File: src/rtl/hack_pkg.sv
// hack_pkg: shared decoded-entry type, Hack field positions and the instruction decoder
package hack_pkg;
  localparam int MAX_DW = 32;
  localparam int A_BIT = 12;
  localparam int C_MSB = 11;
  localparam int C_LSB = 6;
  localparam int D_MSB = 5;
  localparam int J_MSB = 2;
  localparam int DC_LSB = 13;
  typedef struct packed {
    logic              typ;
    logic              illegal;
    logic              a;
    logic [5:0]        c;
    logic [2:0]        d;
    logic [2:0]        j;
    logic [MAX_DW-1:0] v;
  } decoded_t;
  function automatic decoded_t decode_instr(input logic [MAX_DW-1:0] instr, input int dw, input logic strict);
    decoded_t r;
    logic dc_ok;
    r = '0;
    dc_ok = 1'b1;
    for (int i = DC_LSB; i < MAX_DW - 1; i++) dc_ok = (i <= dw - 2 && !instr[i]) ? 1'b0 : dc_ok;
    for (int i = 0; i < MAX_DW; i++) r.v[i] = !instr[dw-1] && i < dw - 1 && instr[i];
    r.typ = instr[dw-1];
    r.illegal = r.typ && strict && !dc_ok;
    r.a = r.typ && instr[A_BIT];
    r.c = r.typ ? instr[C_MSB:C_LSB] : '0;
    r.d = (r.typ && !r.illegal) ? instr[D_MSB-:3] : '0;
    r.j = (r.typ && !r.illegal) ? instr[J_MSB:0] : '0;
    return r;
  endfunction
endpackage

File: src/rtl/instr_decode_stage_if.sv
// instr_decode_stage_if: raw-instruction input and decoded-entry output handshakes
interface instr_decode_stage_if #(parameter int DW = 16);
  logic          in_valid;
  logic          in_ready;
  logic [DW-1:0] in_instr;
  logic          out_valid;
  logic          out_ready;
  logic          out_type;
  logic [DW-1:0] out_v;
  logic          out_a;
  logic [5:0]    out_c;
  logic [2:0]    out_d;
  logic [2:0]    out_j;
  logic          out_illegal;
  modport master (
    output in_valid, in_instr, out_ready,
    input  in_ready, out_valid, out_type, out_v, out_a, out_c, out_d, out_j, out_illegal
  );
  modport slave (
    input  in_valid, in_instr, out_ready,
    output in_ready, out_valid, out_type, out_v, out_a, out_c, out_d, out_j, out_illegal
  );
endinterface

File: src/rtl/dec_fifo.sv
// dec_fifo: generic synchronous FIFO with occupancy, full and empty flags
module dec_fifo #(
  parameter type T = logic,
  parameter int DEPTH = 2
) (
  input  logic                         clk,
  input  logic                         rst_n,
  input  logic                         push,
  input  logic                         pop,
  input  T                             wdata,
  output T                             rdata,
  output logic                         full,
  output logic                         empty,
  output logic [$clog2(DEPTH+1)-1:0]   level
);
  localparam int AW = $clog2(DEPTH);
  localparam int LW = $clog2(DEPTH + 1);
  T mem [DEPTH];
  logic [AW-1:0] wp, rp;
  // storage needs no reset: occupancy alone decides what is visible
  always_ff @(posedge clk)
    if (push) mem[wp] <= wdata;
  // pointers wrap modulo DEPTH since DEPTH is a power of two
  always_ff @(posedge clk or negedge rst_n)
    if (!rst_n) begin
      wp <= '0;
      rp <= '0;
      level <= '0;
    end else begin
      wp <= wp + AW'(push);
      rp <= rp + AW'(pop);
      level <= level + LW'(push) - LW'(pop);
    end
  // flags and head entry
  always_comb begin
    full = level == LW'(DEPTH);
    empty = level == '0;
    rdata = mem[rp];
  end
endmodule

File: src/rtl/instr_decode_stage.sv
// instr_decode_stage: buffered Hack decoder with strict illegal detection and statistics
module instr_decode_stage import hack_pkg::*; #(
  parameter int DW = 16,
  parameter int DEPTH = 2,
  parameter int STRICT = 1,
  parameter int CNT_W = 16
) (
  input  logic                        clk,
  input  logic                        rst_n,
  input  logic                        clr_stats,
  instr_decode_stage_if.slave         bus,
  output logic [$clog2(DEPTH+1)-1:0]  level,
  output logic [CNT_W-1:0]            a_cnt,
  output logic [CNT_W-1:0]            c_cnt,
  output logic [CNT_W-1:0]            ill_cnt
);
  decoded_t din, head;
  logic full, empty, push, pop;
  logic [MAX_DW-1:0] unused_v;
  // decode on the input side so the FIFO holds ready-to-use entries
  always_comb begin
    din = decode_instr(MAX_DW'(bus.in_instr), DW, STRICT != 0);
    push = bus.in_valid && !full;
    pop = !empty && bus.out_ready;
  end
  dec_fifo #(.T(decoded_t), .DEPTH(DEPTH)) u_fifo (
    .clk(clk),
    .rst_n(rst_n),
    .push(push),
    .pop(pop),
    .wdata(din),
    .rdata(head),
    .full(full),
    .empty(empty),
    .level(level)
  );
  // outputs forced to zero whenever nothing is presented
  always_comb begin
    bus.in_ready = !full;
    bus.out_valid = !empty;
    bus.out_type = !empty && head.typ;
    bus.out_illegal = !empty && head.illegal;
    bus.out_a = !empty && head.a;
    bus.out_c = empty ? '0 : head.c;
    bus.out_d = empty ? '0 : head.d;
    bus.out_j = empty ? '0 : head.j;
    bus.out_v = empty ? '0 : head.v[DW-1:0];
    unused_v = head.v;
  end
  // saturating per-class counters, clear wins over an accepted push
  always_ff @(posedge clk or negedge rst_n)
    if (!rst_n) begin
      a_cnt <= '0;
      c_cnt <= '0;
      ill_cnt <= '0;
    end else if (clr_stats) begin
      a_cnt <= '0;
      c_cnt <= '0;
      ill_cnt <= '0;
    end else if (push) begin
      a_cnt <= a_cnt + CNT_W'(!din.typ && a_cnt != '1);
      c_cnt <= c_cnt + CNT_W'(din.typ && !din.illegal && c_cnt != '1);
      ill_cnt <= ill_cnt + CNT_W'(din.illegal && ill_cnt != '1);
    end
endmodule

File: src/flat_wrapper.sv
// flat-port wrapper written by rule: the top's interface ports become plain ports
module instr_decode_stage_flat import hack_pkg::*;
#(
  parameter int DW = 16,
  parameter int DEPTH = 2,
  parameter int STRICT = 1,
  parameter int CNT_W = 16
)
  (clk, rst_n, clr_stats, level, a_cnt, c_cnt, ill_cnt, bus_in_valid, bus_in_instr, bus_out_ready, bus_in_ready, bus_out_valid, bus_out_type, bus_out_v, bus_out_a, bus_out_c, bus_out_d, bus_out_j, bus_out_illegal);
  instr_decode_stage_if #(.DW(DW)) bus_i ();
  input  logic clk;
  input  logic rst_n;
  input  logic clr_stats;
  output logic [$clog2(DEPTH+1)-1:0] level;
  output logic [CNT_W-1:0] a_cnt;
  output logic [CNT_W-1:0] c_cnt;
  output logic [CNT_W-1:0] ill_cnt;
  input wire logic [$bits(bus_i.in_valid)-1:0] bus_in_valid;
  input wire logic [$bits(bus_i.in_instr)-1:0] bus_in_instr;
  input wire logic [$bits(bus_i.out_ready)-1:0] bus_out_ready;
  output wire logic [$bits(bus_i.in_ready)-1:0] bus_in_ready;
  output wire logic [$bits(bus_i.out_valid)-1:0] bus_out_valid;
  output wire logic [$bits(bus_i.out_type)-1:0] bus_out_type;
  output wire logic [$bits(bus_i.out_v)-1:0] bus_out_v;
  output wire logic [$bits(bus_i.out_a)-1:0] bus_out_a;
  output wire logic [$bits(bus_i.out_c)-1:0] bus_out_c;
  output wire logic [$bits(bus_i.out_d)-1:0] bus_out_d;
  output wire logic [$bits(bus_i.out_j)-1:0] bus_out_j;
  output wire logic [$bits(bus_i.out_illegal)-1:0] bus_out_illegal;
  assign bus_i.in_valid = bus_in_valid;
  assign bus_i.in_instr = bus_in_instr;
  assign bus_i.out_ready = bus_out_ready;
  assign bus_in_ready = bus_i.in_ready;
  assign bus_out_valid = bus_i.out_valid;
  assign bus_out_type = bus_i.out_type;
  assign bus_out_v = bus_i.out_v;
  assign bus_out_a = bus_i.out_a;
  assign bus_out_c = bus_i.out_c;
  assign bus_out_d = bus_i.out_d;
  assign bus_out_j = bus_i.out_j;
  assign bus_out_illegal = bus_i.out_illegal;
  instr_decode_stage #(.DW(DW), .DEPTH(DEPTH), .STRICT(STRICT), .CNT_W(CNT_W)) u_core (.clk(clk), .rst_n(rst_n), .clr_stats(clr_stats), .bus(bus_i), .level(level), .a_cnt(a_cnt), .c_cnt(c_cnt), .ill_cnt(ill_cnt));
endmodule
File: config.mk
export PLATFORM = sky130hd
export DESIGN_NAME = instr_decode_stage_flat
export DESIGN_NICKNAME = d
export VERILOG_FILES = /design/src/rtl/hack_pkg.sv /design/src/rtl/instr_decode_stage_if.sv /design/src/rtl/dec_fifo.sv /design/src/rtl/instr_decode_stage.sv /design/src/flat_wrapper.sv
export SDC_FILE = /design/constraint.sdc
export NUM_CORES = 1
export LEC_CHECK = 0
export CORE_AREA = 2 2 106 108
export CTS_CLUSTER_SIZE = 12
export DETAILED_ROUTE_END_ITERATION = 12
export DIE_AREA = 0 0 108 110
export HOLD_SLACK_MARGIN = 0.1
export PLACE_DENSITY_LB_ADDON = 0.15
export SYNTH_ARGS = -nofsm -noshare
export SYNTH_HDL_FRONTEND = slang
export SYNTH_SLANG_ARGS = --single-unit
File: constraint.sdc
create_clock -name clk -period 3.2 [get_ports clk]
set_input_delay 0.8 -clock clk [delete_from_list [all_inputs] [get_ports clk]]
set_output_delay 0.8 -clock clk [all_outputs]
set_load 0.005 [all_outputs]
==> impl_metrics.toml <==
[floorplanning]
placementRows = 38
core_sq_um = 10700
floorplan.initialDensity_pct = 49.15
design.die.area_sq_um = 11880
floorplan.die.width_um = 108
io_pins = 104
die_h_um = 110

[setup_path]
r2r_start = "u_core.a_cnt[7]"
critical_path_depth = 4
worst-r2r-cell-count = 8
critical_path_required_ns = 2.40
startpoint_type = "flop"
critical_path.top_delay_family = "buffers and inverters"
worst_r2r_endpoint = "u_core.a_cnt[8]"
critical_path_arrival_ns = 2.14
cpMaxStageDelayCell = "sky130_fd_sc_hd__dfrtp_2"
type_of_the_worst_setup_path = "flop to output port"
endpoint_kind = "output port"
critical_path.cell_chain = "buf_4 -> mux2i_1 -> nor2_1 -> clkdlybuf4s50_1"
path_max_fanout = 16
crit_start = "u_core.u_fifo.rp"
cpPeakStageDelay_ns = 0.71
critical_path.endpoint = "bus_out_c[5]"
crit_buf_inv = 2
ff2ff_setup_slack_ns = 0.63

[status]
status = "completed"

[grt]
groute.layer.met3.usage_pct = 4.233
grt-busiest-layer = "met2"
global_route.usage.total_pct = 19.43
global_route.usage.met2_pct = 33.38
maximum_number_of_pins_on_one_net_before_global_route_repair = 33
overflow = 0
initial_antenna_violation_count = 0
grt_pass1_wl_um = 18150
first_global_vias = 3755
gr-usage-met1_pct = 24.61

[placed_design]
post_placement_cell_count = 688
post-dp-hpwl_um = 7650
gp_routability_congestion = 0.8013
placement.setup.worst_slack_ns = -0.07151
buffer_ports.inserted = 102

[pwr]
sw_pwr_mw = 1.252
power.share.combinational_pct = 33.1
power_per_cell_area_nw_per_um2 = 608.2
power.ir.vdd_worst_v = 0.0004017
power_switching_share_pct = 30.76
power_leakage_nw = 2.596
pwr-share-clk_pct = 20.4
final_power_mw = 4.070
internal-power_mw = 2.818
share_seq_of_total_power_pct = 46.5

[timing]
grt_setup_unrepaired = "false"
totalNegativeSetupSlack_ns = 0
transition_time_at_the_pin_with_the_least_slew_margin_ns = 0.6467
final.min_clock_period_ns = 2.945
max_freq_ghz = 0.3396
min_period_over_period_pct = 92.03
timing.final.ws_setup_ns = 0.2550
slew_viol_final = 0
max_slew_margin_pct = 56.88
clock_skew_ns = 0.01158
finalHoldViolCount = 0
setup_viol = 0

[logic_synthesis]
syn-cell-area_sq_um = 5258
synth-seq-cells = 112
postSynth.asyncResetShare_pct = 46.43
synth_seq_area_share_pct = 59.02
postSynthNetCount = 483
postSynthCellCount = 452
synthFlopType = "sky130_fd_sc_hd__edfxtp_1"
syn-mean-instance-area_sq_um = 11.63
synth_edf_count = 60
yosys_warnings = 0
synth.lib_cells_used.distinct = 40

[final_layout]
final_cells = 704
layout.nets = 590
post-route-util_pct = 62.55
antenna-diode-count = 0
area_growth_pct = 27.27
layout-drive-gt1-share_pct = 8.688

[routing]
postRouteWirelength_um = 11170
detail-route-antenna-nets = 0
routed_via_density = 5.428
dr.first_iter.drc_count = 195
route.detailed.drc = 0
via_total_after_detailed_routing = 3821
drt-wirelength-per-cell_um = 15.87
dr.pass1.iters = 5

[cts]
clockRootBuffer = "sky130_fd_sc_hd__clkbuf_8"
cts_tree = "yes"
tritoncts_num_sinks = 112
worst_setup_hold_path_clk_slew_ns = 0.12
cts_htree_levels = 3
insertion_delay_ns = 0.37
cts-hold-fix-buffers = 0
cts_inserted_buffers = 9
cts-resized-gates = 0
cts_setup_buffers = 0
clock_path_buffers = 2

[min_path]
timing.hold.worst.class = "input port to asynchronous set/reset pin"

[run]
cap_violations = 0
cell type report:
type | count | area [sq um]
Timing Repair Buffer | 119 | 1169
Multi-Input combinational cell | 306 | 2001
Sequential cell | 112 | 3104
Clock buffer | 9 | 123.9
Fill cell | 893 | 4006
Inverter | 11 | 41.29
Clock inverter | 7 | 77.57
Tap cell | 140 | 175.2
per-layer routing:
layer	vias up	routed length, um
met3	11	610
met4	0	139
met5	-	0
met1	1868	4745
met2	93	5678
li1	1849	-
cell families (layout without fill, tap and decap cells):
| logic type | after synthesis | after routing | synth area share [%] |
|---|---|---|---|
| fa+ha+maj | 10 | 10 | 2.380 |
| other cells | 1 | 1 | 0.07133 |
| simple gates | 187 | 187 | 19.47 |
| mux | 34 | 34 | 6.568 |
| compound gates | 53 | 53 | 6.021 |
| buf+inv | 34 | 146 | 2.975 |
| xor+xnor | 21 | 21 | 3.498 |
| flops | 112 | 112 | 59.02 |
stage by stage:
stage	hold WS, ns	area [sq um]
final	0.4370	6691
after global routing	0.4835	6691
after CTS	0.4519	6691
after detailed placement	0.5548	6490
after global placement	0.5419	6490
after floorplan	0.5044	5258
registers in the layout, indices dropped and copies added (netlist names):
| name | flops |
|---|---|
| u_core.c_cnt | 16 |
| u_core.u_fifo.mem | 60 |
| u_core.u_fifo.level | 2 |
| u_core.ill_cnt | 16 |
| u_core.a_cnt | 16 |
| u_core.u_fifo.wp | 1 |
| u_core.u_fifo.rp | 1 |
power by group through the flow:
stage | clock network [mW] | logic [mW] | registers, mW
2_1_floorplan | 0 | 0.689 | 1.86
3_3_place_gp | 0 | 1.35 | 1.92
3_5_place_dp | 0 | 1.37 | 1.93
4_1_cts | 0.856 | 1.38 | 1.90
5_1_grt | 0.907 | 1.48 | 1.92
6_report | 0.828 | 1.35 | 1.89
synth_stat cells (2+ instances only):
cell type,n,area [sq um]
sky130_fd_sc_hd__edfxtp_1,60,1802
sky130_fd_sc_hd__nor2_1,53,198.9
sky130_fd_sc_hd__dfrtp_1,52,1301
sky130_fd_sc_hd__mux2i_1,30,300.3
sky130_fd_sc_hd__a21oi_1,26,130.1
sky130_fd_sc_hd__and2_1,23,143.9
sky130_fd_sc_hd__nand2_1,20,75.07
sky130_fd_sc_hd__nor2b_1,20,125.1
sky130_fd_sc_hd__nand4_1,18,112.6
sky130_fd_sc_hd__xor2_1,18,157.7
sky130_fd_sc_hd__clkbuf_1,14,52.55
sky130_fd_sc_hd__nand3_1,13,65.06
sky130_fd_sc_hd__o31ai_1,13,97.59
sky130_fd_sc_hd__inv_1,11,41.29
sky130_fd_sc_hd__or4_1,11,82.58
sky130_fd_sc_hd__ha_1,10,125.1
sky130_fd_sc_hd__o21ai_0,9,45.04
sky130_fd_sc_hd__or3_1,8,50.05
sky130_fd_sc_hd__and4_1,6,52.55
sky130_fd_sc_hd__and3_1,4,25.02
sky130_fd_sc_hd__buf_1,4,15.01
sky130_fd_sc_hd__mux2_2,4,45.04
sky130_fd_sc_hd__nor4_1,4,25.02
sky130_fd_sc_hd__xnor2_1,3,26.28
sky130_fd_sc_hd__buf_6,2,22.52
sky130_fd_sc_hd__or4_2,2,17.52
how the worst min path moves through the flow:
stage / from / endpoint / slack (ns) / cells after the start
after floorplan: rst_n / u_core.a_cnt[0] / 0.50 / 0
after global placement: u_core.a_cnt[5] / u_core.a_cnt[5] / 0.54 / 2
after detailed placement: u_core.ill_cnt[5] / u_core.ill_cnt[5] / 0.55 / 2
after CTS: rst_n / u_core.a_cnt[11] / 0.45 / 1
after global routing: rst_n / u_core.a_cnt[11] / 0.48 / 1
final: rst_n / u_core.a_cnt[11] / 0.44 / 1
cells in the final DEF (no fill, tap or decap), types with 2 or more instances in the layout:
cell                                n
sky130_fd_sc_hd__clkdlybuf4s50_1  101
sky130_fd_sc_hd__edfxtp_1          60
sky130_fd_sc_hd__nor2_1            52
sky130_fd_sc_hd__dfrtp_1           51
sky130_fd_sc_hd__mux2i_1           30
sky130_fd_sc_hd__a21oi_1           26
sky130_fd_sc_hd__and2_1            23
sky130_fd_sc_hd__nand2_1           20
sky130_fd_sc_hd__nor2b_1           20
sky130_fd_sc_hd__nand4_1           18
sky130_fd_sc_hd__xor2_1            18
sky130_fd_sc_hd__buf_4             15
sky130_fd_sc_hd__nand3_1           13
sky130_fd_sc_hd__o31ai_1           13
sky130_fd_sc_hd__inv_1             11
sky130_fd_sc_hd__or4_1             11
sky130_fd_sc_hd__ha_1              10
sky130_fd_sc_hd__o21ai_0            9
sky130_fd_sc_hd__clkbuf_8           9
sky130_fd_sc_hd__or3_1              8
sky130_fd_sc_hd__and4_1             6
sky130_fd_sc_hd__and3_1             4
sky130_fd_sc_hd__nor4_1             4
sky130_fd_sc_hd__mux2_2             4
sky130_fd_sc_hd__xnor2_1            3
sky130_fd_sc_hd__or4_2              2
sky130_fd_sc_hd__clkinv_4           2
sky130_fd_sc_hd__clkinv_8           2
sky130_fd_sc_hd__inv_8              2
sky130_fd_sc_hd__buf_12             2
worst register-to-register path: stages, from the launching register on:
cell	delay, ns
sky130_fd_sc_hd__dfrtp_1	0.46
sky130_fd_sc_hd__and4_1	0.28
sky130_fd_sc_hd__and4_1	0.20
sky130_fd_sc_hd__a41oi_1	0.28
sky130_fd_sc_hd__ha_1	0.19
sky130_fd_sc_hd__and2_1	0.18
sky130_fd_sc_hd__nand3_1	0.27
sky130_fd_sc_hd__or4_1	0.50
sky130_fd_sc_hd__a21oi_1	0.16
Note: power is estimated with default switching activity, not from simulation.
